`config.mk`:
```
export PLATFORM = sky130hd
export DESIGN_NAME = rob_recovery_ctrl
export DESIGN_NICKNAME = d
export VERILOG_FILES = /design/src/rtl/rob_recovery_ctrl_pkg.sv /design/src/rtl/rob_recovery_ctrl_oldest_mispredict_sel.sv /design/src/rtl/rob_recovery_ctrl.sv
export SDC_FILE = /design/constraint.sdc
export NUM_CORES = 1
export LEC_CHECK = 0
export CAP_MARGIN = 30
export CORE_MARGIN = 1
export CORE_UTILIZATION = 40
export DETAILED_ROUTE_END_ITERATION = 16
export PLACE_DENSITY_LB_ADDON = 0.05
export SYNTH_ARGS = -nofsm -noshare
export SYNTH_HDL_FRONTEND = slang
export SYNTH_SLANG_ARGS = --single-unit
```
`constraint.sdc`:
```
create_clock -name clk -period 4.4 [get_ports clk]
set_input_delay 0.44 -clock clk [delete_from_list [all_inputs] [get_ports clk]]
set_output_delay 0.44 -clock clk [all_outputs]
set_load 0.005 [all_outputs]
```
`src/rtl/rob_recovery_ctrl_pkg.sv`:
```
// Shared types and sizing for the branch-misprediction recovery path.
// The redirect struct is shared with the fetch-side consumer.
package rob_recovery_ctrl_pkg;

    localparam int DISPATCH_WIDTH = 2;

    typedef enum logic [1:0] {
        IDLE     = 2'd0,
        FLUSH    = 2'd1,
        DRAIN    = 2'd2,
        REDIRECT = 2'd3
    } recovery_state_t;

    typedef struct packed {
        logic        valid;
        logic [31:0] pc;
    } redirect_t;

endpackage

```
`src/rtl/rob_recovery_ctrl_oldest_mispredict_sel.sv`:
```
// Combinational priority encoder: finds the oldest committing mispredicted
// branch and masks every younger lane. The branch itself still retires.
module oldest_mispredict_sel
    import rob_recovery_ctrl_pkg::*;
#(
    parameter int W  = DISPATCH_WIDTH,
    parameter int KW = (W > 1) ? $clog2(W) : 1
) (
    input  logic [W-1:0]  commit_en,
    input  logic [W-1:0]  commit_mispredict,
    output logic          found,
    output logic [KW-1:0] k,
    output logic [W-1:0]  retire_mask
);

    always_comb begin
        found       = 1'b0;
        k           = '0;
        retire_mask = commit_en;
        for (int i = 0; i < W; i++) begin
            if (found) begin
                retire_mask[i] = 1'b0;
            end else if (commit_en[i] && commit_mispredict[i]) begin
                found = 1'b1;
                k     = KW'(i);
            end
        end
    end

endmodule

```
`src/rtl/rob_recovery_ctrl.sv`:
```
// Recovery sequencer: mask younger commit lanes on a mispredict, pulse flush,
// hold dispatch while the back end drains, then hand the redirect to fetch.
module rob_recovery_ctrl
    import rob_recovery_ctrl_pkg::*;
#(
    parameter int DRAIN_TIMEOUT   = 16,
    parameter int DRAIN_CNT_WIDTH = $clog2(DRAIN_TIMEOUT)
) (
    input  logic                           clk,
    input  logic                           rst,
    input  logic [DISPATCH_WIDTH-1:0]      commit_en,
    input  logic [DISPATCH_WIDTH-1:0]      commit_mispredict,
    input  logic [DISPATCH_WIDTH-1:0][31:0] commit_target,
    output logic [DISPATCH_WIDTH-1:0]      commit_retire,
    input  logic                           pipe_busy,
    output logic                           flush,
    output logic                           stall_dispatch,
    output logic                           redirect_valid,
    output logic [31:0]                    redirect_pc,
    input  logic                           redirect_ready,
    output logic                           drain_timeout_err,
    output logic                           busy,
    output recovery_state_t                state_dbg
);

    localparam int KW = (DISPATCH_WIDTH > 1) ? $clog2(DISPATCH_WIDTH) : 1;
    localparam logic [DRAIN_CNT_WIDTH-1:0] CNT_LAST = DRAIN_CNT_WIDTH'(DRAIN_TIMEOUT - 1);

    recovery_state_t              state;
    logic [DRAIN_CNT_WIDTH-1:0]   drain_cnt;
    logic                         mp_found;
    logic [KW-1:0]                mp_k;
    logic [DISPATCH_WIDTH-1:0]    mp_mask;

    oldest_mispredict_sel #(.W(DISPATCH_WIDTH), .KW(KW)) u_sel (
        .commit_en         (commit_en),
        .commit_mispredict (commit_mispredict),
        .found             (mp_found),
        .k                 (mp_k),
        .retire_mask       (mp_mask)
    );

    // Redirect handshake: redirect_valid stays high with redirect_pc frozen
    // until the cycle redirect_ready is seen; that cycle completes the transfer.
    always_ff @(posedge clk) begin
        if (rst) begin
            state             <= IDLE;
            drain_cnt         <= '0;
            redirect_pc       <= '0;
            drain_timeout_err <= 1'b0;
        end else begin
            case (state)
                IDLE: begin
                    if (mp_found) begin
                        state       <= FLUSH;
                        redirect_pc <= commit_target[mp_k];
                    end
                end
                FLUSH: begin
                    drain_cnt <= '0;
                    state     <= DRAIN;
                end
                DRAIN: begin
                    if (!pipe_busy) begin
                        state <= REDIRECT;
                    end else if (drain_cnt == CNT_LAST) begin
                        state             <= REDIRECT;
                        drain_timeout_err <= 1'b1;
                    end else begin
                        drain_cnt <= drain_cnt + 1'b1;
                    end
                end
                REDIRECT: begin
                    if (redirect_ready) state <= IDLE;
                end
                default: state <= IDLE;
            endcase
        end
    end

    // Everything but the retire mask is decoded from state only.
    assign flush          = (state == FLUSH);
    assign stall_dispatch = (state != IDLE);
    assign redirect_valid = (state == REDIRECT);
    assign busy           = (state != IDLE);
    assign commit_retire  = (state == IDLE) ? mp_mask : '0;
    assign state_dbg      = state;

endmodule

```
After elaboration in Yosys (flattened, before gate mapping). Cells that the tools add are included.

Word-level logic and storage cells: 40. Output and inout port bits: 41. Latch bits: 0. Memories: 0. Bits in read-only memories: 0. Bits of input ports: 72. Flip-flop bits (word level): 39. Memory bits (writable): 0.

Shifts and indexed selects: 0. Magnitude comparators: 1. Muxes and demuxes: 16. Reductions and logical operators: 9. $mul: 0. Add/sub/neg operators: 1. Eq/ne operators: 9. Bitwise gates (word level): 0. Div/mod/pow operators: 0.

Operators with widths (number): $mux 32 (2); $mux 2 (5); $reduce_and 3->1 (3); $mux 4 (2); $pmux 2 s4 (1); $pmux 4 s2 (1); $ne 2x2->1 const B (3); $mux 1 (5); $add 4x1->4 const B (1); $eq 2x2->1 const B (2); $eq 4x4->1 const B (1); $reduce_bool 2->1 (2); $ne 3x3->1 const B (1); $eq 2x1->1 const B (1); $logic_and 1x1->1 (2); $logic_not 2->1 (1); $lt 1x2->1 const B (1); $ne 2x1->1 const B (1); $reduce_and 2->1 (1).

Logic depth before layout (Yosys ltp). Gate-level depths: netlist of run 1.

Depth in word-level cells: 5. Mapped depth: 7. Depth with buffers taken out: 6.

Modules after synthesis. Synthesis of run 1 repeated with hierarchy kept, for this count alone.

Cell total of the unflattened synthesis: 199. Area, all modules: 1876.8 µm².

Modules (own cells, without submodules): rob_recovery_ctrl (times used 1, sequential area each 780.7 µm², cells an instance 193, area an instance 1846.8 µm²); oldest_mispredict_sel (times used 1, sequential area each 0.0 µm², cells an instance 6, area an instance 30.0 µm²).

Worst setup path before layout of run 1. No wires, ideal clock.

Kind: flip-flop to flip-flop. From: register state[0], in the netlist state_dbg[0]. To: register state[1], in the netlist state_dbg[1]. Stages on the path, launching flop included: 8. Buffers on the path: 1. Library setup time: 0.128 ns. Clock period less this slack: 1.759 ns. Data arrival time: 1.631 ns. Path slack: 2.641 ns. Data required time: 4.272 ns. Cells stage by stage: dfxtp_1 > inv_1 > ha_1 > and2_4 > buf_6 > a222oi_1 > mux2i_1 > nor2_1.

Cells in the longest elaborated chain, start to end: 3. Elaborated cells between the ends (all ways): 9. Classes of those cells: eq/ne: 6; mux: 1; reduce/logical: 2.

Ends and longest elaborated chain: start: declaration (RTL line rob_recovery_ctrl.sv:29) `recovery_state_t state;`; start signal: assignment (RTL line rob_recovery_ctrl.sv:47) `state <= IDLE;`; start signal: assignment (RTL line rob_recovery_ctrl.sv:55) `state <= FLUSH;`; start signal: assignment (RTL line rob_recovery_ctrl.sv:61) `state <= DRAIN;`; $eq 2x2->1 or $logic_not 2->1 (tied branches) (RTL line rob_recovery_ctrl.sv:52) `case (state)`; $ne 3x3->1 (no source line), or another cell as far along; $reduce_and 3->1 (no source line).

Several ways; a longest one is shown, not always the timed one. A chain may end at the register's enable or synchronous reset.

Worst setup path after layout of run 1.
From: register state[0], in the netlist state_dbg[0]. To: output commit_retire[1].

Cells in the longest elaborated chain, start to end: 2.

Ends and longest elaborated chain: $logic_not 2->1 (RTL line rob_recovery_ctrl.sv:86) `assign commit_retire = (state == IDLE) ? mp_mask : '0;`; $mux 2 (RTL line rob_recovery_ctrl.sv:86); end: declaration (RTL line rob_recovery_ctrl.sv:14) `output logic [DISPATCH_WIDTH-1:0] commit_retire,`.

No other way between the ends.

==> run metrics, run 1 <==
FF-to-FF path depth 7; worst hold path class flip-flop to flip-flop; GP Congestion 0.709; Worst Hold Margin between 0.4 and 0.5 ns; post-route setup slack about 2.1 ns; drt total wl between 4000 and 5000 µm; Layout Nets 383; DRC viols 0; worst setup path endpoint commit_retire[1]; Overall Global Routing Usage 0.195; share of layout cells above drive strength 1 0.0458; total CTS buffers 5; Root Buffer clkbuf_8; required time of the critical path ~4 ns; Remaining Overflow, GRT 0; antenna violations before repair 0; initial core utilization 0.421; clock period minus worst slack between 2 and 2.5 ns; Yosys reg bits 39; Final Setup Violations 0; Iteration-0 DRC Markers 70; clock skew ~0.0019 ns; Worst Path Arrival about 1.9 ns; DR vias about 1800; vias in the first global route 1729; # clock sinks 39; Slew Viols, Final 0; Hold Vio Cnt, Final 0; Worst R2R Start state_dbg[0]$_SDFFE_PP0P_; status finished clean; flop2flop setup slack approximately 2.2 ns; ANT nets after route 0; Setup Crit Path Kind flip-flop to output pin; maximum vdd drop ~210 µV; placed cell area just over 3000 µm²; CTS tree done; CORE AREA approximately 4400 µm²; highest routed metal layer met4; Clock transition at path regs ~0.070 ns; largest net degree at the start of global routing 40; CP Capture Type output pin; setup bufs post-CTS 0; Clock Latency Late Sink 0.28 ns; Ant. Diodes 0; Final Cycle Share 0.522; Tot Pwr between 1 and 1.5 mW; synthesized cell area about 1900 µm²; setup_tns 0 ns; RSZ-0062 raised after global routing no; crit path from state_dbg[0]$_SDFFE_PP0P_; clock tree buffer depth 2; die area between 4000 and 5000 µm²; PortBufs roughly 110; post-cts resize count 0; Avg Cell Area, Syn 9.38 µm²; WL/cell roughly 13 µm; total number of yosys warnings 0; Slew HR 0.491; Worst-Margin Slew 0.762 ns; FMAX 435 MHz; Leak Pwr 1.32 nW; fillers around 370; reg-to-reg endpoint redirect_pc[17]$_SDFFE_PP0P_; M1 WL about 1900 µm; IO Pins between 100 and 150; Die Ht 70.1 µm; final instance area about 3100 µm²; max-capacitance violation count 0; synth unique cells 27; via density per instance about 5.0; FP Rows 24; H-tree levels 2; pre-CTS worst setup slack 1.82 ns; first drt pass iteration count 4; first-pass GRT wire length slightly below 8000 µm; P&R area growth vs syn 67.8%; number of buffers inserted by hold repair at cts 0; chip width between 70 and 80 µm; synthesized instance count between 150 and 200; Critical Path Fanout Max 5; Met2 Wirelength 2170 µm; syn nets roughly 280; Power Density roughly 450 nW/µm²; sequential area share after synthesis 0.420; Met3 Routed Length between 400 and 500 µm; HPWL after detailed placement ~3400 µm; startpoint types flip-flop
-- flip-flops by register name, indices dropped and copies added (netlist names) --
| register | cells |
|---|---|
| drain_timeout_err | 1 |
| redirect_pc | 32 |
| drain_cnt | 4 |
| state_dbg | 2 |
-- stage by stage --
| step | std cells | util |
|---|---|---|
| floorplan | 198 | - |
| global placement | 349 | 0.677 |
| detailed placement | 350 | 0.683 |
| CTS | 358 | 0.706 |
| global route | 358 | 0.706 |
| finish | 358 | 0.706 |
-- per-layer routing --
layer	vias up	global-route usage
met4	0	0.0667
li1	928	-
met3	6	0.0794
met2	71	0.319
met5	-	0
met1	784	0.231
-- cells by family after synthesis --
kind of cell | share of synthesized area
buffers and inverters | 0.0546
flip-flops | 0.420
adder cells (fa/ha/maj) | 0.0404
AND/OR/NAND/NOR | 0.129
multiplexers | 0.178
AO/OA/AOI/OAI | 0.177
-- cell usage after synthesis, drive strengths merged --
cell type / n / area share
nand3: 2 / 0.0054
inv: 5 / 0.010
buf: 8 / 0.030
nor3b: 1 / 0.0040
or3b: 1 / 0.0047
o21ai: 1 / 0.0027
nand2: 4 / 0.0081
a21oi: 8 / 0.024
nor3: 1 / 0.0027
and2: 3 / 0.011
a31oi: 1 / 0.0034
nor2: 38 / 0.077
a222oi: 1 / 0.0054
nand4b: 1 / 0.0047
a211oi: 33 / 0.13
and3: 2 / 0.0067
clkbuf: 7 / 0.014
mux2i: 33 / 0.18
ha: 6 / 0.040
a2111oi: 1 / 0.0047
and2b: 1 / 0.0047
dfxtp: 39 / 0.42
a21boi: 1 / 0.0040
-- cell type report --
type,instances,area [µm²],area share
tap,52,65.1,0.0209
clock buffer,8,100,0.0321
timing repair buffer,115,1160,0.373
multi-input combinational,139,987,0.317
inverter,5,18.8,0.00602
sequential,39,781,0.251
-- cell usage in the layout, fill, tap and decap left out, drive strengths merged --
| cell | instances |
|---|---|
| nor3 | 1 |
| o21ai | 1 |
| nand3 | 2 |
| and2b | 1 |
| a21oi | 8 |
| a31oi | 1 |
| ha | 6 |
| a211oi | 33 |
| dfxtp | 39 |
| or3b | 1 |
| clkdlybuf4s50 | 112 |
| nor2 | 38 |
| a222oi | 1 |
| and3 | 2 |
| buf | 3 |
| and2 | 3 |
| nand4b | 1 |
| nor3b | 1 |
| inv | 5 |
| clkbuf | 8 |
| a21boi | 1 |
| mux2i | 33 |
| a2111oi | 1 |
| nand2 | 4 |
-- worst min-delay path by stage --
stage                                         from                             end  cells past startpoint
floorplan           drain_timeout_err$_SDFFE_PP0P_  drain_timeout_err$_SDFFE_PP0P_                      2
detailed placement  drain_timeout_err$_SDFFE_PP0P_  drain_timeout_err$_SDFFE_PP0P_                      2
global placement    drain_timeout_err$_SDFFE_PP0P_  drain_timeout_err$_SDFFE_PP0P_                      2
global route          redirect_pc[30]$_SDFFE_PP0P_    redirect_pc[30]$_SDFFE_PP0P_                      2
CTS                 drain_timeout_err$_SDFFE_PP0P_  drain_timeout_err$_SDFFE_PP0P_                      2
finish              drain_timeout_err$_SDFFE_PP0P_  drain_timeout_err$_SDFFE_PP0P_                      2
-- report_power, final --
group,internal (mW),total (mW),switching (mW),leakage (nW)
registers,0.448,0.500,0.0516,0.321
clock network,0.143,0.263,0.119,0.0515
logic,0.378,0.641,0.263,0.950
total,0.969,1.40,0.434,1.32
-- critical path: stages (launching register included) --
cell and delay, ns:
dfxtp_1 0.35, inv_1 0.11, ha_1 0.20, a21boi_0 0.27, and2_1 0.16, clkdlybuf4s50_1 0.49
Power figures use the tool's default switching activity.
==> run 2, diff against run 1 <==
--- a/config.mk
+++ b/config.mk
@@ -7,7 +7,7 @@
 export LEC_CHECK = 0
 export CAP_MARGIN = 30
 export CORE_MARGIN = 1
-export CORE_UTILIZATION = 40
+export CORE_UTILIZATION = 37
 export DETAILED_ROUTE_END_ITERATION = 16
 export PLACE_DENSITY_LB_ADDON = 0.05
 export SYNTH_ARGS = -nofsm -noshare
==> constraint.sdc (replaced) <==
create_clock -name clk -period 2.3 [get_ports clk]
set_input_delay 0.23 -clock clk [delete_from_list [all_inputs] [get_ports clk]]
set_output_delay 0.23 -clock clk [all_outputs]
set_load 0.005 [all_outputs]
==> run 2 against run 1 <==
  * Worst setup slack worse by 1.9 ns
  * First-iteration DRC count is 33% lower
  * Core utilization is 5.5 points lower
  * Combinational power is 95% higher
  * Total power is 88% higher
  * Critical path type unchanged
  * Critical endpoint unchanged
  * Global-route usage is 1.9 points lower
==> run metrics, run 2 (synthesized netlist as in run 1, its figures left out) <==
Clock transition at path regs 0.07 ns (about the same); # clock sinks 39 (unchanged); commonest non-fill, non-tap cells in the layout clkdlybuf4s50_1, dfxtp_1, nor2_1, mux2i_1, a211oi_1 (unchanged); GP Congestion 0.721 (was 0.709); Power Density 847 nW/µm² (was 450 nW/µm²); IO Pins 113 (unchanged); Worst-Margin Slew 0.549 ns (was 0.762 ns); DRC viols 0 (unchanged); Ant. Diodes 0 (unchanged); largest net degree at the start of global routing 65 (was 40); Clock Latency Late Sink 0.28 ns (about the same); required time of the critical path 2.07 ns (was 3.96 ns); placed cell area 3030 µm² (was 3020 µm²); chip width 72.8 µm (was 70.1 µm); Worst Path Arrival 1.83 ns (was 1.86 ns); RSZ-0062 raised after global routing no (unchanged); FP Rows 25 (was 24); clock period minus worst slack 2.06 ns; WL/cell 12.2 µm (was 12.7 µm); antenna violations before repair 0 (unchanged); status finished clean (unchanged); Slew HR 0.634 (was 0.491); H-tree levels 2 (unchanged); Leak Pwr 1.31 nW (was 1.32 nW); FMAX slightly below 500 MHz; worst hold path class flip-flop to flip-flop (unchanged); post-cts resize count 0 (unchanged); vias in the first global route 1580 (was 1729); die area 5310 µm² (was 4920 µm²); total CTS buffers 5 (unchanged); clock tree buffer depth 2 (unchanged); initial core utilization 0.388 (was 0.421); Critical Path Fanout Max 5 (unchanged); Slew Viols, Final 0 (unchanged); share of layout cells above drive strength 1 0.0456 (was 0.0458); P&R area growth vs syn 67.8% (unchanged); Final Setup Violations 0 (unchanged); most common library cell in the layout ignoring fill and taps clkdlybuf4s50_1 (unchanged); max-capacitance violation count 0 (unchanged); Largest register FFs 32 (unchanged); Iteration-0 DRC Markers 47 (was 70); drt total wl 4580 µm (was 4530 µm); setup_tns 0 ns (unchanged); Final Cycle Share 0.895; startpoint types flip-flop (unchanged); number of buffers inserted by hold repair at cts 0 (unchanged); PortBufs 112 (unchanged); clock skew 0.00417 ns (was 0.00189 ns); DR vias 1790 (was 1789); setup bufs post-CTS 0 (unchanged); Setup Crit Path Kind flip-flop to output pin (unchanged); CORE AREA 4790 µm² (was 4410 µm²); ANT nets after route 0 (unchanged); HPWL after detailed placement 3370 µm (was 3390 µm); CP Capture Type output pin (unchanged); CTS tree done (unchanged); Hold Vio Cnt, Final 0 (unchanged); Layout Nets 384 (was 383); Root Buffer clkbuf_8 (unchanged); maximum vdd drop 468 µV (was 214 µV); final instance area 3120 µm² (unchanged); Remaining Overflow, GRT 0 (unchanged); Biggest register redirect_pc (unchanged); Die Ht 72.8 µm (was 70.1 µm); first-pass GRT wire length 7180 µm (was 7690 µm); via density per instance 4.79 (was 5.00); Overall Global Routing Usage 0.176 (was 0.195); first drt pass iteration count 5 (was 4); Worst Hold Margin 0.488 ns (was 0.477 ns)
[run 2: changes by cell type in the layout (fill, tap and decap cells not counted), sizes merged]
cell	change
clkinv	+1
buf	+1
clkbuf	-1
[run 2: critical path, cell delays in order, from the launching register on]
cell,delay [ns]
dfxtp_1,0.36
inv_1,0.11
ha_1,0.19
a21boi_0,0.24
and2_1,0.15
clkdlybuf4s50_1,0.49
[run 2: final cells by class]
cell class,count,area (µm²)
clock inverters,1,5.00
fillers,432,1670
flip-flops and latches,39,781
inverters,5,18.8
multi-input cells,139,987
well taps,67,83.8
clock buffers,7,76.3
repair buffers,116,1160
[run 2: routing by layer]
| layer | track usage | vias to the layer above | share of wire |
|---|---|---|---|
| li1 | - | 934 | - |
| met1 | 0.199 | 786 | 0.41 |
| met2 | 0.298 | 68 | 0.48 |
| met3 | 0.0843 | 2 | 0.10 |
| met4 | 0.0458 | 0 | 0.0031 |
| met5 | 0 | - | 0 |
[run 2: worst paths after layout]
path	from	to	slack, ns	cells after the start
worst max-delay path	state_dbg[0]$_SDFFE_PP0P_	commit_retire[1]	0.24	5
worst min-delay path	drain_timeout_err$_SDFFE_PP0P_	drain_timeout_err$_SDFFE_PP0P_	0.49	2
worst max register to register	state_dbg[0]$_SDFFE_PP0P_	state_dbg[1]$_SDFFE_PP0P_	0.45	6
worst min register to register	drain_timeout_err$_SDFFE_PP0P_	drain_timeout_err$_SDFFE_PP0P_	0.49	2
[run 2: where the power goes]
part | internal, mW | total (mW) | switching (mW)
Sequential | 0.858 | 0.959 | 0.101
Clock | 0.213 | 0.431 | 0.218
Combinational | 0.736 | 1.25 | 0.514
[run 2: stage by stage]
step                       util  setup WS (ns)  cells  total power [mW]
after detailed placement  0.634          0.464    366              2.24
after global placement    0.634          0.530    366              2.22
after CTS                 0.651          0.242    374              2.69
after global routing      0.651          0.103    374              2.85
after floorplan               -          0.541    198              1.57
final                     0.651          0.241    374              2.64
==> run 3, diff against run 2 <==
--- a/config.mk
+++ b/config.mk
@@ -6,6 +6,7 @@
 export NUM_CORES = 1
 export LEC_CHECK = 0
 export CAP_MARGIN = 30
+export CORE_ASPECT_RATIO = 0.6
 export CORE_MARGIN = 1
 export CORE_UTILIZATION = 37
 export DETAILED_ROUTE_END_ITERATION = 16
==> constraint.sdc (replaced) <==
create_clock -name clk -period 2.08 [get_ports clk]
set_input_delay 0.208 -clock clk [delete_from_list [all_inputs] [get_ports clk]]
set_output_delay 0.208 -clock clk [all_outputs]
set_load 0.005 [all_outputs]
==> run 3 against run 2 <==
  * First-iteration DRC count stayed put
  * Worst setup slack got worse by 0.16 ns
  * Total power rose by 19%
  * Global-route usage grew 1.6 points
  * Clock-buffer cell count fell by 1
  * Highest routed layer unchanged
==> run metrics, run 3 (synthesized netlist as in run 1, its figures left out) <==
initial core utilization 0.396 (was 0.388); P&R area growth vs syn 71.0% (was 67.8%); status finished clean (unchanged); IO Pins 113 (unchanged); placed insts 363 (was 366); Overall Global Routing Usage 0.193 (was 0.176); Worst-Margin Slew 0.514 ns (was 0.549 ns); FMAX roughly 500 MHz; largest net degree at the start of global routing 65 (unchanged); clock tree buffer depth 2 (unchanged); setup bufs post-CTS 0 (unchanged); RSZ-0062 raised after global routing no (unchanged); DRC viols 0 (unchanged); CORE AREA 4680 µm² (was 4790 µm²); final std cells w/o fill 371 (was 374); Iteration-0 DRC Markers 47 (unchanged); commonest non-fill, non-tap cells in the layout clkdlybuf4s50_1, nor2_1, dfxtp_1, mux2i_1, a211oi_1 (was clkdlybuf4s50_1, dfxtp_1, nor2_1, mux2i_1, a211oi_1); worst hold path class flip-flop to flip-flop (unchanged); startpoint types flip-flop (unchanged); flop2flop setup slack 0.29 ns (was 0.45 ns); Root Buffer clkbuf_8 (unchanged); Clock Latency Late Sink 0.29 ns (was 0.28 ns); most common library cell in the layout ignoring fill and taps clkdlybuf4s50_1 (unchanged); Slew HR 0.657 (was 0.634); Worst Path Arrival 1.79 ns (was 1.83 ns); clock period minus worst slack 1.99 ns; ANT nets after route 0 (unchanged); antenna violations before repair 0 (unchanged); first drt pass iteration count 4 (was 5); FP Rows 19 (was 25); GP Congestion 0.793 (was 0.721); Layout Nets 385 (was 384); CTS tree done (unchanged); number of buffers inserted by hold repair at cts 0 (unchanged); CP Capture Type output pin (unchanged); fillers 375 (was 432); HPWL after detailed placement 3710 µm (was 3370 µm); Die Ht 56.9 µm (was 72.8 µm); PortBufs 112 (unchanged); Remaining Overflow, GRT 0 (unchanged); Final Cycle Share 0.959; die area 5310 µm² (about the same); Critical Path Fanout Max 5 (unchanged); Setup Crit Path Kind flip-flop to output pin (unchanged); maximum vdd drop 479 µV (was 468 µV); chip width 93.5 µm (was 72.8 µm); drt total wl 5030 µm (was 4580 µm); Final Setup Violations 0 (unchanged); clock skew 0.00559 ns (was 0.00417 ns); WL/cell 13.5 µm (was 12.2 µm); Leak Pwr 1.34 nW (was 1.31 nW); Power Density 988 nW/µm² (was 847 nW/µm²); Hold Vio Cnt, Final 0 (unchanged); required time of the critical path 1.87 ns (was 2.07 ns); share of layout cells above drive strength 1 0.0682 (was 0.0456); Slew Viols, Final 0 (unchanged); Ant. Diodes 0 (unchanged); Largest register FFs 32 (unchanged); Clock transition at path regs 0.07 ns (about the same); DR vias 1800 (was 1790); via density per instance 4.85 (was 4.79); # clock sinks 39 (unchanged); vias in the first global route 1703 (was 1580); total CTS buffers 5 (unchanged); setup_tns 0 ns (unchanged); first-pass GRT wire length 7960 µm (was 7180 µm); H-tree levels 2 (unchanged); max-capacitance violation count 0 (unchanged); Biggest register redirect_pc (unchanged)
## run 3: power by group
group	internal [mW]	switching, mW
clock	0.388	0.262
sequential	0.950	0.119
combinational	0.827	0.589
## run 3: worst paths after layout
kind         depth (start not counted)                           start                             end
max                                  5       state_dbg[0]$_SDFFE_PP0P_                commit_retire[1]
min                                  2  drain_timeout_err$_SDFFE_PP0P_  drain_timeout_err$_SDFFE_PP0P_
max reg2reg                          6       state_dbg[0]$_SDFFE_PP0P_       state_dbg[1]$_SDFFE_PP0P_
min reg2reg                          2  drain_timeout_err$_SDFFE_PP0P_  drain_timeout_err$_SDFFE_PP0P_
## run 3: per-layer routing
| layer | part of all wire | GRT usage | vias to the layer above |
|---|---|---|---|
| met3 | 0.10 | 0.0840 | 4 |
| met1 | 0.48 | 0.262 | 794 |
| met5 | 0 | 0 | - |
| met4 | 0.0054 | 0.0330 | 0 |
| met2 | 0.41 | 0.285 | 74 |
| li1 | - | - | 928 |
## run 3: final cells by class
| class | count | area (µm²) | area share |
|---|---|---|---|
| Timing Repair Buffer | 117 | 1180 | 0.373 |
| Multi-Input combinational cell | 139 | 993 | 0.313 |
| Sequential cell | 39 | 782 | 0.246 |
| Clock buffer | 6 | 82.6 | 0.0260 |
| Tap cell | 63 | 78.8 | 0.0248 |
| Clock inverter | 2 | 35.0 | 0.0110 |
| Inverter | 5 | 18.8 | 0.00591 |
## run 3: repair_timing
| item | CTS | global route |
|---|---|---|
| gates cloned | 0 | 0 |
| pin swaps | 0 | 0 |
| gates resized for setup | 1 | 4 |
| endpoints found under the setup margin | 1 | 1 |
## run 3: metrics by stage
stage                     power (mW)  setup WS (ns)  area, µm²   util  hold WS [ns]
after floorplan                 1.74          0.321       1860      -         0.442
after global placement          2.47          0.269       3050  0.651         0.456
after detailed placement        2.49          0.246       3050  0.651         0.470
after CTS                       3.14         0.0262       3170  0.676         0.489
after global routing            3.37         0.0160       3170  0.678         0.506
final                           3.14         0.0857       3170  0.678         0.483
## run 3: worst max-delay path, cell delays in order, from the launching register on
cell and delay [ns]:
dfxtp_2 0.35, inv_1 0.11, ha_2 0.20, a21boi_2 0.18, and2_1 0.14, clkdlybuf4s50_1 0.53
